--- src/rtl/crl_host_seq_if.sv ---
// Command/response port and UART control-register bus of the host sequencer.
// The slave modport is the sequencer; the master modport is its environment.
interface crl_host_seq_if;
   logic        cmd_valid;
   logic        cmd_ready;
   logic [1:0]  cmd_op;
   logic [3:0]  cmd_addr;
   logic [31:0] cmd_wdata;
   logic        rsp_valid;
   logic [31:0] rsp_data;
   logic        rsp_err;
   logic [3:0]  crl_order;
   logic        crl_wr;
   logic        crl_sw;
   logic [31:0] crl_wdata;
   logic [31:0] crl_rdata;

   modport slave (
      input  cmd_valid, cmd_op, cmd_addr, cmd_wdata, crl_rdata,
      output cmd_ready, rsp_valid, rsp_data, rsp_err,
             crl_order, crl_wr, crl_sw, crl_wdata
   );

   modport master (
      output cmd_valid, cmd_op, cmd_addr, cmd_wdata, crl_rdata,
      input  cmd_ready, rsp_valid, rsp_data, rsp_err,
             crl_order, crl_wr, crl_sw, crl_wdata
   );
endinterface

--- src/rtl/crl_host_seq.sv ---
// Sequences single commands onto the UART control-register bus; RX error reporting under CRL_HOST_RXERR_EN.
// Latency: 1 + accesses*(1+GAP_CYC) cycles from accept to rsp_valid, all outputs registered.
// Backpressure: cmd_ready is low from accept until the cycle after the response strobe.
module crl_host_seq #(
   parameter int POLL_MAX = 1023,
   parameter int GAP_CYC  = 2
) (
   input logic          clk,
   input logic          rst_n,
   crl_host_seq_if.slave bus
);
   typedef enum logic [2:0] {IDLE, ACC, GAP, POLL, PGAP, RESP} state_t;

   localparam logic [1:0]  OP_WR     = 2'd0;
   localparam logic [1:0]  OP_RD     = 2'd1;
   localparam logic [1:0]  OP_SEND   = 2'd2;
   localparam logic [1:0]  OP_RECV   = 2'd3;
   localparam logic [15:0] POLL_LAST = 16'(POLL_MAX - 1);
   localparam logic [15:0] GAP_LAST  = 16'(GAP_CYC - 1);

   state_t      state, state_nxt;
   logic [15:0] poll_cnt, poll_nxt, gap_cnt, gap_nxt;
   logic [1:0]  op_q, op_nxt, op_cur;
   logic [3:0]  addr_q, addr_nxt, addr_cur;
   logic [31:0] wdata_q, wdata_nxt, wdata_cur;
   logic        ready_q, ready_nxt;
   logic        cmd_ready_q, cmd_ready_nxt;
   logic        rsp_valid_q, rsp_valid_nxt;
   logic [31:0] rsp_data_q, rsp_data_nxt;
   logic        rsp_err_q, rsp_err_nxt;
   logic [3:0]  order_q, order_nxt;
   logic        wr_q, wr_nxt;
   logic        sw_q, sw_nxt;
   logic [31:0] crl_wdata_q, crl_wdata_nxt;
`ifdef CRL_HOST_RXERR_EN
   logic        rxerr_q, rxerr_nxt;
`endif

   always_ff @(posedge clk or negedge rst_n) begin
      if (!rst_n) begin
         state       <= IDLE;
         poll_cnt    <= '0;
         gap_cnt     <= '0;
         op_q        <= '0;
         addr_q      <= '0;
         wdata_q     <= '0;
         ready_q     <= 1'b0;
         cmd_ready_q <= 1'b1;
         rsp_valid_q <= 1'b0;
         rsp_data_q  <= '0;
         rsp_err_q   <= 1'b0;
         order_q     <= '0;
         wr_q        <= 1'b0;
         sw_q        <= 1'b0;
         crl_wdata_q <= '0;
`ifdef CRL_HOST_RXERR_EN
         rxerr_q     <= 1'b0;
`endif
      end else begin
         state       <= state_nxt;
         poll_cnt    <= poll_nxt;
         gap_cnt     <= gap_nxt;
         op_q        <= op_nxt;
         addr_q      <= addr_nxt;
         wdata_q     <= wdata_nxt;
         ready_q     <= ready_nxt;
         cmd_ready_q <= cmd_ready_nxt;
         rsp_valid_q <= rsp_valid_nxt;
         rsp_data_q  <= rsp_data_nxt;
         rsp_err_q   <= rsp_err_nxt;
         order_q     <= order_nxt;
         wr_q        <= wr_nxt;
         sw_q        <= sw_nxt;
         crl_wdata_q <= crl_wdata_nxt;
`ifdef CRL_HOST_RXERR_EN
         rxerr_q     <= rxerr_nxt;
`endif
      end
   end

   always_comb begin
      state_nxt     = state;
      poll_nxt      = poll_cnt;
      gap_nxt       = gap_cnt;
      op_nxt        = op_q;
      addr_nxt      = addr_q;
      wdata_nxt     = wdata_q;
      ready_nxt     = ready_q;
      rsp_data_nxt  = rsp_data_q;
      rsp_err_nxt   = rsp_err_q;
      order_nxt     = order_q;
      wr_nxt        = wr_q;
      crl_wdata_nxt = crl_wdata_q;
      op_cur        = op_q;
      addr_cur      = addr_q;
      wdata_cur     = wdata_q;
`ifdef CRL_HOST_RXERR_EN
      rxerr_nxt     = rxerr_q;
`endif

      unique case (state)
         IDLE: begin
            if (bus.cmd_valid && cmd_ready_q) begin
               op_cur       = bus.cmd_op;
               addr_cur     = bus.cmd_addr;
               wdata_cur    = bus.cmd_wdata;
               op_nxt       = bus.cmd_op;
               addr_nxt     = bus.cmd_addr;
               wdata_nxt    = bus.cmd_wdata;
               poll_nxt     = '0;
               rsp_data_nxt = '0;
               rsp_err_nxt  = 1'b0;
               state_nxt    = (bus.cmd_op == OP_SEND || bus.cmd_op == OP_RECV) ? POLL : ACC;
            end
         end
         POLL: begin
            // Only the bits that decide readiness (and RX errors) are kept from the STR sample.
            ready_nxt = (op_q == OP_SEND) ? !bus.crl_rdata[5] : bus.crl_rdata[0];
`ifdef CRL_HOST_RXERR_EN
            rxerr_nxt = bus.crl_rdata[1] | bus.crl_rdata[2];
`endif
            gap_nxt   = '0;
            state_nxt = PGAP;
         end
         PGAP: begin
            if (gap_cnt == GAP_LAST) begin
               if (ready_q) begin
                  state_nxt = ACC;
               end else if (poll_cnt == POLL_LAST) begin
                  rsp_err_nxt  = 1'b1;
                  rsp_data_nxt = '0;
                  state_nxt    = RESP;
               end else begin
                  poll_nxt  = poll_cnt + 16'd1;
                  state_nxt = POLL;
               end
            end else begin
               gap_nxt = gap_cnt + 16'd1;
            end
         end
         ACC: begin
            if (op_q == OP_RD) begin
               rsp_data_nxt = bus.crl_rdata;
            end else if (op_q == OP_RECV) begin
               rsp_data_nxt = {24'b0, bus.crl_rdata[7:0]};
`ifdef CRL_HOST_RXERR_EN
               rsp_err_nxt  = rxerr_q;
`endif
            end
            gap_nxt   = '0;
            state_nxt = GAP;
         end
         GAP: begin
            if (gap_cnt == GAP_LAST) state_nxt = RESP;
            else                     gap_nxt   = gap_cnt + 16'd1;
         end
         RESP: begin
            rsp_err_nxt = 1'b0;
            state_nxt   = IDLE;
         end
         default: state_nxt = IDLE;
      endcase

      // Bus fields are loaded only when an access starts and then held through the gap.
      if (state_nxt == POLL) begin
         order_nxt = 4'd4;
         wr_nxt    = 1'b0;
      end else if (state_nxt == ACC) begin
         unique case (op_cur)
            OP_WR: begin
               order_nxt     = addr_cur;
               wr_nxt        = 1'b1;
               crl_wdata_nxt = wdata_cur;
            end
            OP_RD: begin
               order_nxt = addr_cur;
               wr_nxt    = 1'b0;
            end
            OP_SEND: begin
               order_nxt     = 4'd7;
               wr_nxt        = 1'b1;
               crl_wdata_nxt = {24'b0, wdata_cur[7:0]};
            end
            default: begin
               order_nxt = 4'd1;
               wr_nxt    = 1'b0;
            end
         endcase
      end

      cmd_ready_nxt = (state_nxt == IDLE);
      rsp_valid_nxt = (state_nxt == RESP);
      sw_nxt        = (state_nxt == POLL) || (state_nxt == ACC);
   end

   assign bus.cmd_ready = cmd_ready_q;
   assign bus.rsp_valid = rsp_valid_q;
   assign bus.rsp_data  = rsp_data_q;
   assign bus.rsp_err   = rsp_err_q;
   assign bus.crl_order = order_q;
   assign bus.crl_wr    = wr_q;
   assign bus.crl_sw    = sw_q;
   assign bus.crl_wdata = crl_wdata_q;
endmodule

--- src/flat_wrapper.sv ---
// flat-port wrapper written by rule: the top's interface ports become plain ports
module crl_host_seq_flat 
#(
   parameter int POLL_MAX = 1023,
   parameter int GAP_CYC  = 2
)
  (clk, rst_n, bus_cmd_valid, bus_cmd_op, bus_cmd_addr, bus_cmd_wdata, bus_crl_rdata, bus_cmd_ready, bus_rsp_valid, bus_rsp_data, bus_rsp_err, bus_crl_order, bus_crl_wr, bus_crl_sw, bus_crl_wdata);
  crl_host_seq_if bus_i ();
  input logic clk;
  input logic rst_n;
  input wire logic [$bits(bus_i.cmd_valid)-1:0] bus_cmd_valid;
  input wire logic [$bits(bus_i.cmd_op)-1:0] bus_cmd_op;
  input wire logic [$bits(bus_i.cmd_addr)-1:0] bus_cmd_addr;
  input wire logic [$bits(bus_i.cmd_wdata)-1:0] bus_cmd_wdata;
  input wire logic [$bits(bus_i.crl_rdata)-1:0] bus_crl_rdata;
  output wire logic [$bits(bus_i.cmd_ready)-1:0] bus_cmd_ready;
  output wire logic [$bits(bus_i.rsp_valid)-1:0] bus_rsp_valid;
  output wire logic [$bits(bus_i.rsp_data)-1:0] bus_rsp_data;
  output wire logic [$bits(bus_i.rsp_err)-1:0] bus_rsp_err;
  output wire logic [$bits(bus_i.crl_order)-1:0] bus_crl_order;
  output wire logic [$bits(bus_i.crl_wr)-1:0] bus_crl_wr;
  output wire logic [$bits(bus_i.crl_sw)-1:0] bus_crl_sw;
  output wire logic [$bits(bus_i.crl_wdata)-1:0] bus_crl_wdata;
  assign bus_i.cmd_valid = bus_cmd_valid;
  assign bus_i.cmd_op = bus_cmd_op;
  assign bus_i.cmd_addr = bus_cmd_addr;
  assign bus_i.cmd_wdata = bus_cmd_wdata;
  assign bus_i.crl_rdata = bus_crl_rdata;
  assign bus_cmd_ready = bus_i.cmd_ready;
  assign bus_rsp_valid = bus_i.rsp_valid;
  assign bus_rsp_data = bus_i.rsp_data;
  assign bus_rsp_err = bus_i.rsp_err;
  assign bus_crl_order = bus_i.crl_order;
  assign bus_crl_wr = bus_i.crl_wr;
  assign bus_crl_sw = bus_i.crl_sw;
  assign bus_crl_wdata = bus_i.crl_wdata;
  crl_host_seq #(.POLL_MAX(POLL_MAX), .GAP_CYC(GAP_CYC)) u_core (.clk(clk), .rst_n(rst_n), .bus(bus_i));
endmodule
--- config.mk ---
export PLATFORM = sky130hd
export DESIGN_NAME = crl_host_seq_flat
export DESIGN_NICKNAME = d
export VERILOG_FILES = /design/src/rtl/crl_host_seq_if.sv /design/src/rtl/crl_host_seq.sv /design/src/flat_wrapper.sv
export SDC_FILE = /design/constraint.sdc
export NUM_CORES = 1
export LEC_CHECK = 0
export CAP_MARGIN = 20
export CORE_UTILIZATION = 25
export CTS_CLUSTER_DIAMETER = 30
export DETAILED_ROUTE_END_ITERATION = 6
export PLACE_DENSITY = 0.57
export SKIP_LAST_GASP = 1
export SYNTH_ARGS = -nofsm -noshare
export SYNTH_HDL_FRONTEND = slang
export SYNTH_SLANG_ARGS = --single-unit
--- constraint.sdc ---
create_clock -name clk -period 8.8 [get_ports clk]
set_input_delay 1.76 -clock clk [delete_from_list [all_inputs] [get_ports clk]]
set_output_delay 1.76 -clock clk [all_outputs]
set_load 0.01 [all_outputs]
# --- Word-level counts from Yosys, hierarchy flattened ---
# Index checks and enable logic that the tools add are counted.
word_totals:
  regBits: 147
  inputBits: 73
  output_inout_bits: 73
  wordCells: 104
op_classes:
  addsub: 2
  eq_ne: 24
  n_mux: 40
  bitwise_logic: 1
  reduce_logical: 22
ops:
  columns: ["operator", "n"]
  rows:
  - ["$mux W32", 8]
  - ["$pmux W32 S3", 1]
  - ["$mux W16", 5]
  - ["$pmux W16 S2", 2]
  - ["$pmux W32 S2", 1]
  - ["$add A16 B1 Y16 const B", 2]
  - ["$eq A16 B1 Y1 const B", 1]
  - ["$eq A16 B10 Y1 const B", 1]
  - ["$mux W4", 4]
  - ["$mux W3", 5]
  - ["$pmux W3 S5", 1]
  - ["$eq A2 B2 Y1 const B", 5]
  - ["$reduce_and A5 Y1", 2]
  - ["$eq A3 B2 Y1 const B", 3]
  - ["$eq A3 B3 Y1 const B", 3]
  - ["$mux W1", 8]
  - ["$pmux W4 S2", 1]
  - ["$reduce_bool A2 Y1", 4]
  - ["$reduce_or A2 Y1", 4]
  - ["$eq A3 B1 Y1 const B", 2]
  - ["$logic_not A3 Y1", 2]
  - ["$mux W2", 3]
  - ["$ne A2 B1 Y1 const B", 3]
  - ["$ne A2 B2 Y1 const B", 3]
  - ["12 further kinds", 15]

# --- Logic depth before layout (Yosys ltp) ---
logic_depth:
  depth_word: 8
  depth_mapped: 10
  mapped_depth_nobuf: 8

# --- Worst setup path after synthesis ---
# OpenSTA, ideal clock, no wires.
synth_path:
  path_kind: "in2reg"
  startpoint: "in bus_cmd_valid"
  endpoint: "reg u_core.crl_wdata_q[3], in the netlist u_core.bus.crl_wdata[3]"
  t_arrival_ps: 3753
  slack_ps: 4921
  stages: 8
  path_buffers: 3
  path_cell_list: "nand3b_1 > or2_2 > clkbuf_1 > mux2_2 > or4b_1 > buf_2 > buf_6 > mux2_4"
synth_via:
  elab_chain_cells: 6
synth_rtl:
  columns: ["element", "line_no", "text"]
  rows:
  - ["start, declared", "flat_wrapper.sv:11", "input wire logic [$bits(bus_i.cmd_valid)-1:0] bus_cmd_valid;"]
  - ["$logic_and A1 B1 Y1 (*)", "crl_host_seq.sv:103", "if (bus.cmd_valid && cmd_ready_q) begin"]
  - ["$mux W2 (*)", "crl_host_seq.sv:103", null]
  - ["$mux W2 (*)", "crl_host_seq.sv:101", "unique case (state)"]
  - ["named net u_core.op_cur[0]", "crl_host_seq.sv:23", "logic [1:0] op_q, op_nxt, op_cur;"]
  - ["$eq A2 B2 Y1 or $logic_not A2 Y1 (tied branches)", "crl_host_seq.sv:169", "unique case (op_cur)"]
  - ["$reduce_bool A2 Y1 (no source line) (*)", null, null]
  - ["$reduce_and A3 Y1 (no source line) (*)", null, null]
  - ["end signal, assigned", "crl_host_seq.sv:74", "crl_wdata_q <= crl_wdata_nxt;"]
  - ["end, declared", "crl_host_seq.sv:34", "logic [31:0] crl_wdata_q, crl_wdata_nxt;"]
# Mark *: on every way through the listed nets, which the timed path passes. The rest lies on a longest branch. The select of a mux whose other input is x is not followed.
# A chain may end at the register's enable or synchronous reset.

# --- Final worst setup path ---
layout_path:
  startpoint: "in bus_cmd_valid"
  endpoint: "reg u_core.crl_wdata_q[7], in the netlist u_core.bus.crl_wdata[7]"
# The elaborated chain is that of the path after synthesis.

==> impl_metrics.env <==
export IMPL_fillers=2519
export IMPL_cts_made_buffers=17
export IMPL_wire_per_inst_um=14.64
export IMPL_die_h_um=160.7
export IMPL_synth_area_leaders="dfrtp_1 (58%), nand2_1 (10%), mux2i_1 (4.0%)"
export IMPL_core_sq_um=24530
export IMPL_cts_resized=0
export IMPL_synthMostInstantiatedCell="nand2_1"
export IMPL_synthToLayoutAreaGrowth_pct=37.50
export IMPL_die_area_sq_um=25810
export IMPL_num_vias=4784
export IMPL_rr_endpoint="u_core.bus.crl_wdata[7]$_DFFE_PN0P_"
export IMPL_clkSlewWorstSetupHoldPaths_ns=0.07
export IMPL_rsz0062_at_grt="false"
export IMPL_gp_congestion=0.7392
export IMPL_ys_types=50
export IMPL_critical_path_required_ns=9.11
export IMPL_setup_viol=0
export IMPL_synth_cells=616
export IMPL_routed_wl_um=16040
export IMPL_hp_class="reg2reg"
export IMPL_cp_start_kind="input pin"
export IMPL_synth_warnings=0
export IMPL_final_hold_violation_count=0
export IMPL_ff2ff_path_depth=6
export IMPL_clk_insertion_delay_late_ns=0.42
export IMPL_drt_pass1_iter_count=4
export IMPL_rows=57
export IMPL_postSynthAreaPerCell_sq_um=10.22
export IMPL_crit_arrival_ns=4.95
export IMPL_cp_max_fo=37
export IMPL_slew_headroom_pct=33.33
export IMPL_clock_skew_ns=0.01282
export IMPL_worst_slew_pin_slew_ns=1.000
export IMPL_maxSlewViolCount=0
export IMPL_drtIter0Drc=239
export IMPL_synthFlopType="dfrtp_1"
export IMPL_die_x_um=160.7
export IMPL_setup_tns_ns=0
export IMPL_p_leak_nw=4.046
export IMPL_cts_root_buf="clkbuf_16"
export IMPL_postLayoutCoreUtil_pct=35.27
export IMPL_clock_sinks=147
export IMPL_status="completed"
export IMPL_reg2reg_slack_ns=5.16
export IMPL_dpl_instance_area_sq_um=8100
export IMPL_irDropWorstVdd_uv=145.4
export IMPL_grt_usage_pct=13.07
export IMPL_post_cts_buffers=0
export IMPL_grt_start_max_net_pins=86
export IMPL_yosys_area_top_type_share_pct=58.05
export IMPL_finalCritPeriodShare_pct=52.77
export IMPL_synth_seq_area_share_pct=58.47
export IMPL_max_freq_ghz=0.2153
export IMPL_synth_edff_count=0
export IMPL_synth_seq_cells=147
export IMPL_cts_max_path_buffers=2
export IMPL_multi_input_area_sq_um=2401
export IMPL_grt_pass1_wl_um=26530
export IMPL_cts_tree="built"
export IMPL_synth_top_cell_by_area="dfrtp_1"
export IMPL_syn_area_sq_um=6294
export IMPL_layout_nets=836
export IMPL_start_util_pct=25.65
export IMPL_worstHoldEndpoint="u_core.wdata_q[2]$_DFF_PN0_"
export IMPL_holdCritStartpoint="u_core.wdata_q[2]$_DFF_PN0_"
export IMPL_netlist_top_cells_count="nand2_1 (168), dfrtp_1 (146), nor2_1 (39), inv_1 (33), a22o_1 (26)"
export IMPL_powerDensity_nw_per_um2=335.3
export IMPL_cap_violations=0
export IMPL_synthArstFlopShare_pct=100.0
export IMPL_diodes=0
export IMPL_drc=0
export IMPL_dpl_hpwl_um=10480
export IMPL_hold_path_depth=2
export IMPL_syn_num_nets=693
export IMPL_overflow=0
export IMPL_cts_htree_levels=4
export IMPL_io_pins=146
export IMPL_setup_worst_path_end_class="flip-flop"
export IMPL_seqCellArea_sq_um=3680
export IMPL_drive_gt1_share_pct=7.902
export IMPL_antenna_found_initial=0
export IMPL_rr_startpoint="u_core.state[2]$_DFF_PN0_"
export IMPL_grt_pass1_vias=5057
export IMPL_hold_buffers=0
export IMPL_ant_nets=0
export IMPL_min_period_ns=4.644
export IMPL_viasPerCell=4.365
export IMPL_final_area_sq_um=8653
export IMPL_port_buffers=145
export IMPL_criticalPathCategory="in2reg"
-- worst max-delay path, cell delays in order --
cell	delay, ns
clkdlybuf4s50_1	0.40
nand3b_1	0.25
or2_2	0.71
mux2_2	0.44
or4b_2	0.68
buf_4	0.34
mux2_4	0.36
-- kinds of logic after synthesis --
group,Yosys count,share of synthesized area (%)
compound gates,75,8.350
xor+xnor,23,3.201
fa+ha+maj,4,0.7953
buf+inv,59,3.698
flops,147,58.47
mux,38,6.600
simple gates,270,18.89
-- how the worst max path moves through the flow --
stage	end	from	slack [ns]
5_1_grt	u_core.bus.crl_wdata[3]$_DFFE_PN0P_	bus_cmd_valid	4.03
2_1_floorplan	u_core.bus.crl_wdata[3]$_DFFE_PN0P_	bus_cmd_valid	4.92
3_5_place_dp	u_core.bus.crl_wdata[6]$_DFFE_PN0P_	bus_cmd_valid	3.66
4_1_cts	u_core.bus.crl_wdata[7]$_DFFE_PN0P_	bus_cmd_valid	4.12
6_report	u_core.bus.crl_wdata[7]$_DFFE_PN0P_	bus_cmd_valid	4.16
3_3_place_gp	u_core.bus.crl_wdata[3]$_DFFE_PN0P_	bus_cmd_valid	3.72
-- registers in the layout, indices dropped and copies added, names as in the netlist --
signal                count
u_core.addr_q             4
u_core.bus.cmd_ready      1
u_core.bus.crl_order      4
u_core.bus.crl_sw         1
u_core.bus.crl_wdata     32
u_core.bus.crl_wr         1
u_core.bus.rsp_data      32
u_core.bus.rsp_err        1
u_core.bus.rsp_valid      1
u_core.gap_cnt           16
u_core.op_q               2
u_core.poll_cnt          16
u_core.ready_q            1
u_core.state              3
u_core.wdata_q           32
-- power by group --
| group | switching [mW] | leakage, nW | internal [mW] |
|---|---|---|---|
| Sequential | 0.134 | 1.93 | 0.926 |
| Combinational | 0.607 | 1.83 | 0.545 |
| Clock | 0.312 | 0.279 | 0.377 |
-- final cells by class --
cell class                      instances  area share, %
Timing Repair Buffer                  150          17.22
Clock inverter                         14          1.316
Multi-Input combinational cell        410          27.75
Sequential cell                       147          42.52
Inverter                               33          1.431
Clock buffer                           18          5.075
Tap cell                              324          4.685
-- layout by cell type, fill, tap and decap left out, types with 9 or more instances in the layout --
cell type        count
nor2_1              38
nand2_1            168
o21ai_0             25
nand4_1             10
nand3_1             16
inv_1               33
dfrtp_1            146
mux2i_1             24
clkdlybuf4s50_1    144
clkbuf_16           17
a21oi_1              9
and3_1              10
xor2_1              19
a22o_1              26
-- routing by layer --
metal	part of all wire, %	vias up	GRT usage (%)
met3	6.0	16	3.926
met5	0	-	0
met2	45	132	20.68
met4	1.6	0	4.545
met1	47	2281	16.90
li1	-	2355	-
-- through the flow --
stage	power (mW)	cells	hold slack [ns]	setup slack (ns)
floorplan	1.697	616	0.4372	4.921
global placement	2.226	1064	0.4547	3.717
detailed placement	2.244	1064	0.4558	3.657
CTS	2.954	1096	0.4745	4.117
global route	3.109	1096	0.4938	4.034
finish	2.901	1096	0.4718	4.156
(Power assumes the default switching activity.)
